[src/rtl/instruction_loader_if.sv]
// Host-to-loader bundle: load command, halfword stream and the four
// instruction-memory write lanes.
//   master : host side (drives command + stream, observes lanes/status)
//   slave  : instruction_loader (accepts command + stream, drives lanes/status)
interface instruction_loader_if #(
  parameter int unsigned ADDR_WIDTH = 20,
  parameter int unsigned DATA_WIDTH = 16
);
  logic                  load_start;
  logic [ADDR_WIDTH-1:0] load_addr;
  logic [ADDR_WIDTH-1:0] load_count;
  logic [DATA_WIDTH-1:0] in_data;
  logic                  in_valid;
  logic                  in_ready;

  logic [ADDR_WIDTH-1:0] instruction_wr1;
  logic [ADDR_WIDTH-1:0] instruction_wr2;
  logic [ADDR_WIDTH-1:0] instruction_wr3;
  logic [ADDR_WIDTH-1:0] instruction_wr4;
  logic [DATA_WIDTH-1:0] instruction_wr1_data;
  logic [DATA_WIDTH-1:0] instruction_wr2_data;
  logic [DATA_WIDTH-1:0] instruction_wr3_data;
  logic [DATA_WIDTH-1:0] instruction_wr4_data;
  logic                  instruction_wr1_enable;
  logic                  instruction_wr2_enable;
  logic                  instruction_wr3_enable;
  logic                  instruction_wr4_enable;

  logic                  busy;
  logic                  done;

  modport master (
    output load_start, load_addr, load_count, in_data, in_valid,
    input  in_ready,
    input  instruction_wr1, instruction_wr2, instruction_wr3, instruction_wr4,
    input  instruction_wr1_data, instruction_wr2_data,
    input  instruction_wr3_data, instruction_wr4_data,
    input  instruction_wr1_enable, instruction_wr2_enable,
    input  instruction_wr3_enable, instruction_wr4_enable,
    input  busy, done
  );

  modport slave (
    input  load_start, load_addr, load_count, in_data, in_valid,
    output in_ready,
    output instruction_wr1, instruction_wr2, instruction_wr3, instruction_wr4,
    output instruction_wr1_data, instruction_wr2_data,
    output instruction_wr3_data, instruction_wr4_data,
    output instruction_wr1_enable, instruction_wr2_enable,
    output instruction_wr3_enable, instruction_wr4_enable,
    output busy, done
  );
endinterface

[src/rtl/instruction_loader.sv]
// Instruction memory loader: takes a start address and halfword count,
// accepts a valid/ready halfword stream, packs up to four halfwords per
// group and writes each group in one cycle on the four write lanes.
// Holds the processor (busy) for the whole load.
// Ports:
//   clock  : system clock, rising edge
//   reset  : asynchronous active-low reset
//   bus    : instruction_loader_if.slave (command, stream, write lanes, busy/done)
module instruction_loader #(
  parameter int unsigned ADDR_WIDTH = 20,
  parameter int unsigned DATA_WIDTH = 16
) (
  input  logic                  clock,
  input  logic                  reset,
  instruction_loader_if.slave   bus
);

  localparam int unsigned LANES  = 4;
  localparam int unsigned FILL_W = 3;

  typedef enum logic [1:0] {
    S_IDLE  = 2'd0,
    S_FILL  = 2'd1,
    S_WRITE = 2'd2,
    S_DONE  = 2'd3
  } state_t;

  state_t                r_state;
  state_t                w_state_next;

  logic [ADDR_WIDTH-1:0] r_base;
  logic [ADDR_WIDTH-1:0] r_remaining;
  logic [FILL_W-1:0]     r_fill_idx;
  logic [DATA_WIDTH-1:0] r_buf [LANES];

  logic                  w_accept;
  logic [FILL_W-1:0]     w_fill_next;
  logic [DATA_WIDTH-1:0] w_buf_next [LANES];

  logic [ADDR_WIDTH-1:0] w_wr_addr [LANES];
  logic [DATA_WIDTH-1:0] w_wr_data [LANES];
  logic [LANES-1:0]      w_wr_en;
  logic                  w_in_ready;
  logic                  w_busy;
  logic                  w_done;

  logic [ADDR_WIDTH-1:0] r_wr_addr [LANES];
  logic [DATA_WIDTH-1:0] r_wr_data [LANES];
  logic [LANES-1:0]      r_wr_en;
  logic                  r_in_ready;
  logic                  r_busy;
  logic                  r_done;

  // in_ready is high exactly while in FILL, so FILL alone qualifies a handshake
  assign w_accept = (r_state == S_FILL) && bus.in_valid;

  // State register
  always_ff @(posedge clock or negedge reset) begin
    if (!reset) r_state <= S_IDLE;
    else        r_state <= w_state_next;
  end

  // Next-state logic
  always_comb begin
    w_state_next = r_state;
    case (r_state)
      S_IDLE: begin
        if (bus.load_start)
          w_state_next = (bus.load_count == '0) ? S_DONE : S_FILL;
      end
      S_FILL: begin
        // group closes on slot 3 or on the last halfword of the load
        if (w_accept && ((r_fill_idx == FILL_W'(3)) || (r_remaining == ADDR_WIDTH'(1))))
          w_state_next = S_WRITE;
      end
      S_WRITE: w_state_next = (r_remaining != '0) ? S_FILL : S_DONE;
      S_DONE:  w_state_next = S_IDLE;
      default: w_state_next = S_IDLE;
    endcase
  end

  // Buffer/fill view including the halfword accepted this cycle
  always_comb begin
    for (int i = 0; i < LANES; i++) w_buf_next[i] = r_buf[i];
    w_fill_next = r_fill_idx;
    if (w_accept) begin
      w_buf_next[r_fill_idx[1:0]] = bus.in_data;
      w_fill_next                 = r_fill_idx + FILL_W'(1);
    end
  end

  // Output logic: next values for the registered outputs
  always_comb begin
    for (int k = 0; k < LANES; k++) begin
      w_wr_addr[k] = '0;
      w_wr_data[k] = '0;
    end
    w_wr_en    = '0;
    w_in_ready = (w_state_next == S_FILL);
    w_busy     = (w_state_next != S_IDLE);
    w_done     = (w_state_next == S_DONE);
    // WRITE is only entered from FILL, so r_base is still the group base here
    if (w_state_next == S_WRITE) begin
      for (int k = 0; k < LANES; k++) begin
        if (FILL_W'(k) < w_fill_next) begin
          w_wr_addr[k] = r_base + ADDR_WIDTH'(k);
          w_wr_data[k] = w_buf_next[k];
          w_wr_en[k]   = 1'b1;
        end
      end
    end
  end

  // Output registers
  always_ff @(posedge clock or negedge reset) begin
    if (!reset) begin
      for (int k = 0; k < LANES; k++) begin
        r_wr_addr[k] <= '0;
        r_wr_data[k] <= '0;
      end
      r_wr_en    <= '0;
      r_in_ready <= 1'b0;
      r_busy     <= 1'b0;
      r_done     <= 1'b0;
    end else begin
      for (int k = 0; k < LANES; k++) begin
        r_wr_addr[k] <= w_wr_addr[k];
        r_wr_data[k] <= w_wr_data[k];
      end
      r_wr_en    <= w_wr_en;
      r_in_ready <= w_in_ready;
      r_busy     <= w_busy;
      r_done     <= w_done;
    end
  end

  // Load datapath: base address, halfwords left, group buffer
  always_ff @(posedge clock or negedge reset) begin
    if (!reset) begin
      r_base      <= '0;
      r_remaining <= '0;
      r_fill_idx  <= '0;
      for (int i = 0; i < LANES; i++) r_buf[i] <= '0;
    end else begin
      case (r_state)
        S_IDLE: begin
          if (bus.load_start) begin
            r_base      <= bus.load_addr;
            r_remaining <= bus.load_count;
            r_fill_idx  <= '0;
          end
        end
        S_FILL: begin
          if (w_accept) begin
            for (int i = 0; i < LANES; i++) r_buf[i] <= w_buf_next[i];
            r_fill_idx  <= w_fill_next;
            r_remaining <= r_remaining - ADDR_WIDTH'(1);
          end
        end
        S_WRITE: begin
          r_base     <= r_base + ADDR_WIDTH'(LANES);
          r_fill_idx <= '0;
        end
        default: ;
      endcase
    end
  end

  assign bus.in_ready               = r_in_ready;
  assign bus.busy                   = r_busy;
  assign bus.done                   = r_done;
  assign bus.instruction_wr1        = r_wr_addr[0];
  assign bus.instruction_wr2        = r_wr_addr[1];
  assign bus.instruction_wr3        = r_wr_addr[2];
  assign bus.instruction_wr4        = r_wr_addr[3];
  assign bus.instruction_wr1_data   = r_wr_data[0];
  assign bus.instruction_wr2_data   = r_wr_data[1];
  assign bus.instruction_wr3_data   = r_wr_data[2];
  assign bus.instruction_wr4_data   = r_wr_data[3];
  assign bus.instruction_wr1_enable = r_wr_en[0];
  assign bus.instruction_wr2_enable = r_wr_en[1];
  assign bus.instruction_wr3_enable = r_wr_en[2];
  assign bus.instruction_wr4_enable = r_wr_en[3];

endmodule

[src/flat_wrapper.sv]
// flat-port wrapper written by rule: the top's interface ports become plain ports
module instruction_loader_flat 
#(
  parameter int unsigned ADDR_WIDTH = 20,
  parameter int unsigned DATA_WIDTH = 16
)
  (clock, reset, bus_load_start, bus_load_addr, bus_load_count, bus_in_data, bus_in_valid, bus_in_ready, bus_instruction_wr1, bus_instruction_wr2, bus_instruction_wr3, bus_instruction_wr4, bus_instruction_wr1_data, bus_instruction_wr2_data, bus_instruction_wr3_data, bus_instruction_wr4_data, bus_instruction_wr1_enable, bus_instruction_wr2_enable, bus_instruction_wr3_enable, bus_instruction_wr4_enable, bus_busy, bus_done);
  instruction_loader_if #(.ADDR_WIDTH(ADDR_WIDTH), .DATA_WIDTH(DATA_WIDTH)) bus_i ();
  input  logic clock;
  input  logic reset;
  input wire logic [$bits(bus_i.load_start)-1:0] bus_load_start;
  input wire logic [$bits(bus_i.load_addr)-1:0] bus_load_addr;
  input wire logic [$bits(bus_i.load_count)-1:0] bus_load_count;
  input wire logic [$bits(bus_i.in_data)-1:0] bus_in_data;
  input wire logic [$bits(bus_i.in_valid)-1:0] bus_in_valid;
  output wire logic [$bits(bus_i.in_ready)-1:0] bus_in_ready;
  output wire logic [$bits(bus_i.instruction_wr1)-1:0] bus_instruction_wr1;
  output wire logic [$bits(bus_i.instruction_wr2)-1:0] bus_instruction_wr2;
  output wire logic [$bits(bus_i.instruction_wr3)-1:0] bus_instruction_wr3;
  output wire logic [$bits(bus_i.instruction_wr4)-1:0] bus_instruction_wr4;
  output wire logic [$bits(bus_i.instruction_wr1_data)-1:0] bus_instruction_wr1_data;
  output wire logic [$bits(bus_i.instruction_wr2_data)-1:0] bus_instruction_wr2_data;
  output wire logic [$bits(bus_i.instruction_wr3_data)-1:0] bus_instruction_wr3_data;
  output wire logic [$bits(bus_i.instruction_wr4_data)-1:0] bus_instruction_wr4_data;
  output wire logic [$bits(bus_i.instruction_wr1_enable)-1:0] bus_instruction_wr1_enable;
  output wire logic [$bits(bus_i.instruction_wr2_enable)-1:0] bus_instruction_wr2_enable;
  output wire logic [$bits(bus_i.instruction_wr3_enable)-1:0] bus_instruction_wr3_enable;
  output wire logic [$bits(bus_i.instruction_wr4_enable)-1:0] bus_instruction_wr4_enable;
  output wire logic [$bits(bus_i.busy)-1:0] bus_busy;
  output wire logic [$bits(bus_i.done)-1:0] bus_done;
  assign bus_i.load_start = bus_load_start;
  assign bus_i.load_addr = bus_load_addr;
  assign bus_i.load_count = bus_load_count;
  assign bus_i.in_data = bus_in_data;
  assign bus_i.in_valid = bus_in_valid;
  assign bus_in_ready = bus_i.in_ready;
  assign bus_instruction_wr1 = bus_i.instruction_wr1;
  assign bus_instruction_wr2 = bus_i.instruction_wr2;
  assign bus_instruction_wr3 = bus_i.instruction_wr3;
  assign bus_instruction_wr4 = bus_i.instruction_wr4;
  assign bus_instruction_wr1_data = bus_i.instruction_wr1_data;
  assign bus_instruction_wr2_data = bus_i.instruction_wr2_data;
  assign bus_instruction_wr3_data = bus_i.instruction_wr3_data;
  assign bus_instruction_wr4_data = bus_i.instruction_wr4_data;
  assign bus_instruction_wr1_enable = bus_i.instruction_wr1_enable;
  assign bus_instruction_wr2_enable = bus_i.instruction_wr2_enable;
  assign bus_instruction_wr3_enable = bus_i.instruction_wr3_enable;
  assign bus_instruction_wr4_enable = bus_i.instruction_wr4_enable;
  assign bus_busy = bus_i.busy;
  assign bus_done = bus_i.done;
  instruction_loader #(.ADDR_WIDTH(ADDR_WIDTH), .DATA_WIDTH(DATA_WIDTH)) u_core (.clock(clock), .reset(reset), .bus(bus_i));
endmodule
[config.mk]
export PLATFORM = sky130hd
export DESIGN_NAME = instruction_loader_flat
export DESIGN_NICKNAME = d
export VERILOG_FILES = /design/src/rtl/instruction_loader_if.sv /design/src/rtl/instruction_loader.sv /design/src/flat_wrapper.sv
export SDC_FILE = /design/constraint.sdc
export NUM_CORES = 1
export LEC_CHECK = 0
export CAP_MARGIN = 20
export CORE_ASPECT_RATIO = 0.6
export CORE_MARGIN = 2
export CORE_UTILIZATION = 57
export DETAILED_ROUTE_END_ITERATION = 12
export PLACE_DENSITY = 0.82
export SLEW_MARGIN = 40
export SYNTH_ARGS = -nofsm -noshare
export SYNTH_HDL_FRONTEND = slang
export SYNTH_SLANG_ARGS = --single-unit
[constraint.sdc]
create_clock -name clock -period 6.3 [get_ports clock]
set_input_delay 0.63 -clock clock [delete_from_list [all_inputs] [get_ports clock]]
set_output_delay 0.63 -clock clock [all_outputs]
set_load 0.01 [all_outputs]
Word-level counts from Yosys, hierarchy flattened --
Cells that the tools add are included.
Cells by class: add/sub/neg operators 6, magnitude comparators 6, equality and inequality tests 10, muxes and demuxes 33, bitwise logic cells 1, reductions and logical operators 15
Operators by type and width (number):
- 20-bit two-way mux | 7
- 64-bit two-way mux | 2
- 16-bit two-way mux | 5
- 80-bit two-way mux | 1
- 20-bit one-hot mux with 2 select lines | 2
- 64-bit bitwise mux | 1
- 20-bit by 2-bit adder with 20-bit output, second input constant | 2
- 16-bit demux with 2-bit select | 1
- 20-bit by 1-bit adder with 20-bit output, second input constant | 1
- 20-bit by 3-bit adder with 20-bit output, second input constant | 1
- 20-bit by 1-bit equality test with 1-bit output, second input constant | 1
- 20-bit zero test | 1
- 20-bit nonzero test | 1
- 20-bit by 1-bit subtractor with 20-bit output, second input constant | 1
- 3-bit two-way mux | 3
- 3-bit one-hot mux with 3 select lines | 1
- 2-bit equality test, second input constant | 4
- 2-bit two-way mux | 4
- 2-bit one-hot mux with 4 select lines | 1
- 1-bit by 3-bit less-than comparator with 1-bit output, first input constant | 2
- 2-bit by 3-bit less-than comparator with 1-bit output, first input constant | 2
- 3-bit AND reduction | 2
- 2-bit nonzero test | 3
- 2-bit by 1-bit equality test with 1-bit output, second input constant | 2
- other kinds (14) | 20
Word-level totals: bits in registers 260, bits of input ports 60, output and inout port bits 151, word-level logic and storage cells 91

Logic depth before layout (Yosys ltp) --
depth in word-level cells 9, mapped depth 8, depth with buffers taken out 6

Least setup slack after synthesis --
No wires, ideal clock.
kind register -> register, from register u_core.r_fill_idx[0], to register u_core.r_wr_data, in the netlist u_core.bus.instruction_wr4_data[10], library setup time 0.145 ns, arrival time 1.885 ns, required time 6.155 ns, path slack 4.270 ns, stages on the path, launching flop included 6, path buffers 2, period minus slack after synthesis 2.030 ns, cells stage by stage dfrtp_1 -> ha_1 -> ha_1 -> clkbuf_1 -> clkbuf_1 -> nor3b_2
RTL lines:
- from (decl) | RTL line instruction_loader.sv:33 | logic [FILL_W-1:0] r_fill_idx;
- from (signal assigned) | RTL line instruction_loader.sv:156 | r_fill_idx <= w_fill_next;
- to (signal, indexed assignment) | RTL line instruction_loader.sv:128 | r_wr_data[k] <= w_wr_data[k];
- to (decl) | RTL line instruction_loader.sv:48 | logic [DATA_WIDTH-1:0] r_wr_data [LANES];

==> flow_summary.yaml <==
finish:
  antenna_cells: 0
  syn2layout_area_growth_pct: 25.82
  drive_above_1_share_pct: 21.16
  fin_util_pct: 72.47
  fin_nets: 1227
  final_cell_area_sq_mm: 0.01509
drt:
  vias: 8935
  totalWireLength_um: 32050
  drc: 0
  ant_nets: 0
  first_pass_iters: 5
  drtIter0Drc: 883
  vias_per_cell: 6.158
  routedWlPerCell_um: 22.09
floorplan:
  die_x_um: 191.3
  rows: 41
  start_util_pct: 57.60
  die_area_sq_mm: 0.02226
  num_io_pins: 211
  core_area_sq_mm: 0.02083
  die_h_um: 116.4
clock_network:
  cts_num_sinks: 260
  ctsResizeCount: 0
  clock-root-buffer: "clkbuf_16"
  clock_latency_ps: 510
  cts_setup_buffers: 0
  path_clk_slew_ps: 70
  cts_htree_levels: 1
  numCtsBuffers: 24
  tritoncts: "built"
  cts_hold_buf: 0
  clockBufferDepth: 3
synth:
  ys_ff_latch: 260
  ys.flop_type: "dfrtp_1"
  synth.cell_area_sq_mm: 0.01200
  yosys_warnings: 0
  synth_xor_area_share_pct: 3.066
  synth_edf_count: 0
  synth_top_family_by_area: "simple AND/OR/NAND/NOR gates"
  synth_common_cells: "dfrtp_1, nor3b_2, mux2_2"
  synth_cell_types: 67
  synth-adder-area-share_pct: 1.356
  muxShareOfSynthArea_pct: 6.341
  syn_nets: 1060
  synth_top_area_share_pct: 54.23
  yosys.area_share.simple_pct: 22.89
  synth.area.top_cells: "dfrtp_1, nor3b_2, mux2_2"
  synth_area_per_cell_sq_um: 12.15
  synth_compound_area_share_pct: 7.655
  synth_most_common_cell: "dfrtp_1"
  synth_top_area_cell: "dfrtp_1"
  ys_seq_area_share_pct: 54.23
  netlist_instances: 987
  synthArstFlopShare_pct: 100.0
setup_path:
  crit_chain: "nand2b_2, nand4bb_1, o21a_4, buf_12, buf_16, a211oi_1"
  slowest_delay_ps: 850
  cp_max_fo: 97
  arrival_ps: 3450
  path_buf_inv: 2
  cp-start-kind: "register"
  crit_path_end_kind: "register"
  required_ps: 6700
  worstSetupPathType: "register to register"
  cp_slowest_cell: "dfrtp_1"
  critical_path.top_delay_family: "flip-flops"
grt:
  grtUsageTotal_pct: 29.01
  grt-ovfl-total: 0
  grt_pass1_wl_um: 49200
  grt_pass1_vias: 8528
  antenna_found_initial: 1
  grt_max_degree: 149
timing:
  tightest_slew_ps: 780.7
  setup_viol: 0
  tns_ps: 0
  fin_crit_ps: 3053
  maxSlewViolCount: 0
  max_freq_mhz: 327.6
  slew_headroom_pct: 47.95
  hold_viol_final: 0
  clock-skew-final_ps: 12.95
  rsz0062_at_grt: "false"
  fin_crit_sh_pct: 48.46
job:
  max_cap_violations: 0
power:
  totalPowerFinal_w: 0.006352
  leakage_nw: 5.954
  ir_drop_mv: 0.3340
  powerDensity_mw_per_mm2: 420.8
place:
  hpwlAfterDp_um: 21150
  portBuffers: 210
  place_congestion: 0.9272
  place_area_sq_mm: 0.01416
run_status:
  status: "finished clean"
min_path:
  hp-class: "input pin to async pin"
==> worst paths after layout <==
kind,start,endpoint,slack [ps],cells past startpoint
max,u_core.r_state[0],u_core.bus.instruction_wr2[15],3250,6
min,reset,u_core.r_buf[45],60,1
max reg2reg,u_core.r_state[0],u_core.bus.instruction_wr2[15],3250,6
min reg2reg,u_core.r_buf[16],u_core.r_buf[16],490,1
max in group asynchronous,reset,u_core.r_buf[16],4800,4
min in group clock,u_core.r_buf[16],u_core.r_buf[16],490,1
==> kinds of logic after synthesis <==
family	Yosys count
and+or+nand+nor	372
DFF	260
adders and majority gates	13
AOI/OAI and AO/OA	132
muxes	68
buffers and inverters	100
xor gates and xnor gates	42
==> state kept, by name (all words and copies together) (netlist names), 2 cells and up <==
signal	flops
u_core.bus.instruction_wr1	20
u_core.bus.instruction_wr1_data	16
u_core.bus.instruction_wr2	20
u_core.bus.instruction_wr2_data	16
u_core.bus.instruction_wr3	20
u_core.bus.instruction_wr3_data	16
u_core.bus.instruction_wr4	20
u_core.bus.instruction_wr4_data	16
u_core.r_base	20
u_core.r_buf	64
u_core.r_fill_idx	3
u_core.r_remaining	20
u_core.r_state	2
u_core.r_wr_en	4
==> power breakdown <==
| group | switching [W] | internal (W) |
|---|---|---|
| sequential | 0.000494 | 0.00205 |
| combinational | 0.00128 | 0.000888 |
| clock | 0.000641 | 0.000996 |
==> cell usage in the layout, fill, tap and decap left out, types with 23 or more instances in the layout <==
cell type / n
clkdlybuf4s50_1: 209
nand4_1: 23
nor3b_2: 67
nor3_2: 36
nand2_1: 43
dfrtp_1: 260
xnor2_1: 23
nor2_1: 38
clkbuf_16: 25
o21ai_0: 24
nor3_1: 29
a21oi_1: 27
mux2_2: 64
==> layout make-up <==
cell class | instances | area, sq um
sequential | 260 | 6506
clock inverter | 10 | 190.2
inverter | 17 | 63.81
clock buffer | 34 | 709.4
timing repair buffer | 224 | 2297
fill | 1404 | 5733
multi-input combinational | 627 | 4979
tap | 279 | 349.1
==> stage by stage <==
step / std cells / hold WS [ps] / setup WS [ps]
after detailed placement: 1405 / 476.1 / 3290
after global routing: 1451 / 113.8 / 3119
after global placement: 1403 / 470.5 / 3219
final: 1451 / 62.94 / 3247
after floorplan: 987 / 334.4 / 4270
after CTS: 1449 / 91.84 / 3272
==> layer usage <==
| layer | global-route usage (%) | up-vias | wire length (um) |
|---|---|---|---|
| met2 | 42.53 | 508 | 13800 |
| met3 | 5.739 | 76 | 3031 |
| met5 | 0 | - | 13 |
| met4 | 7.949 | 2 | 939 |
| met1 | 44.34 | 4450 | 14270 |
| li1 | - | 3899 | - |
(Power assumes the default switching activity.)
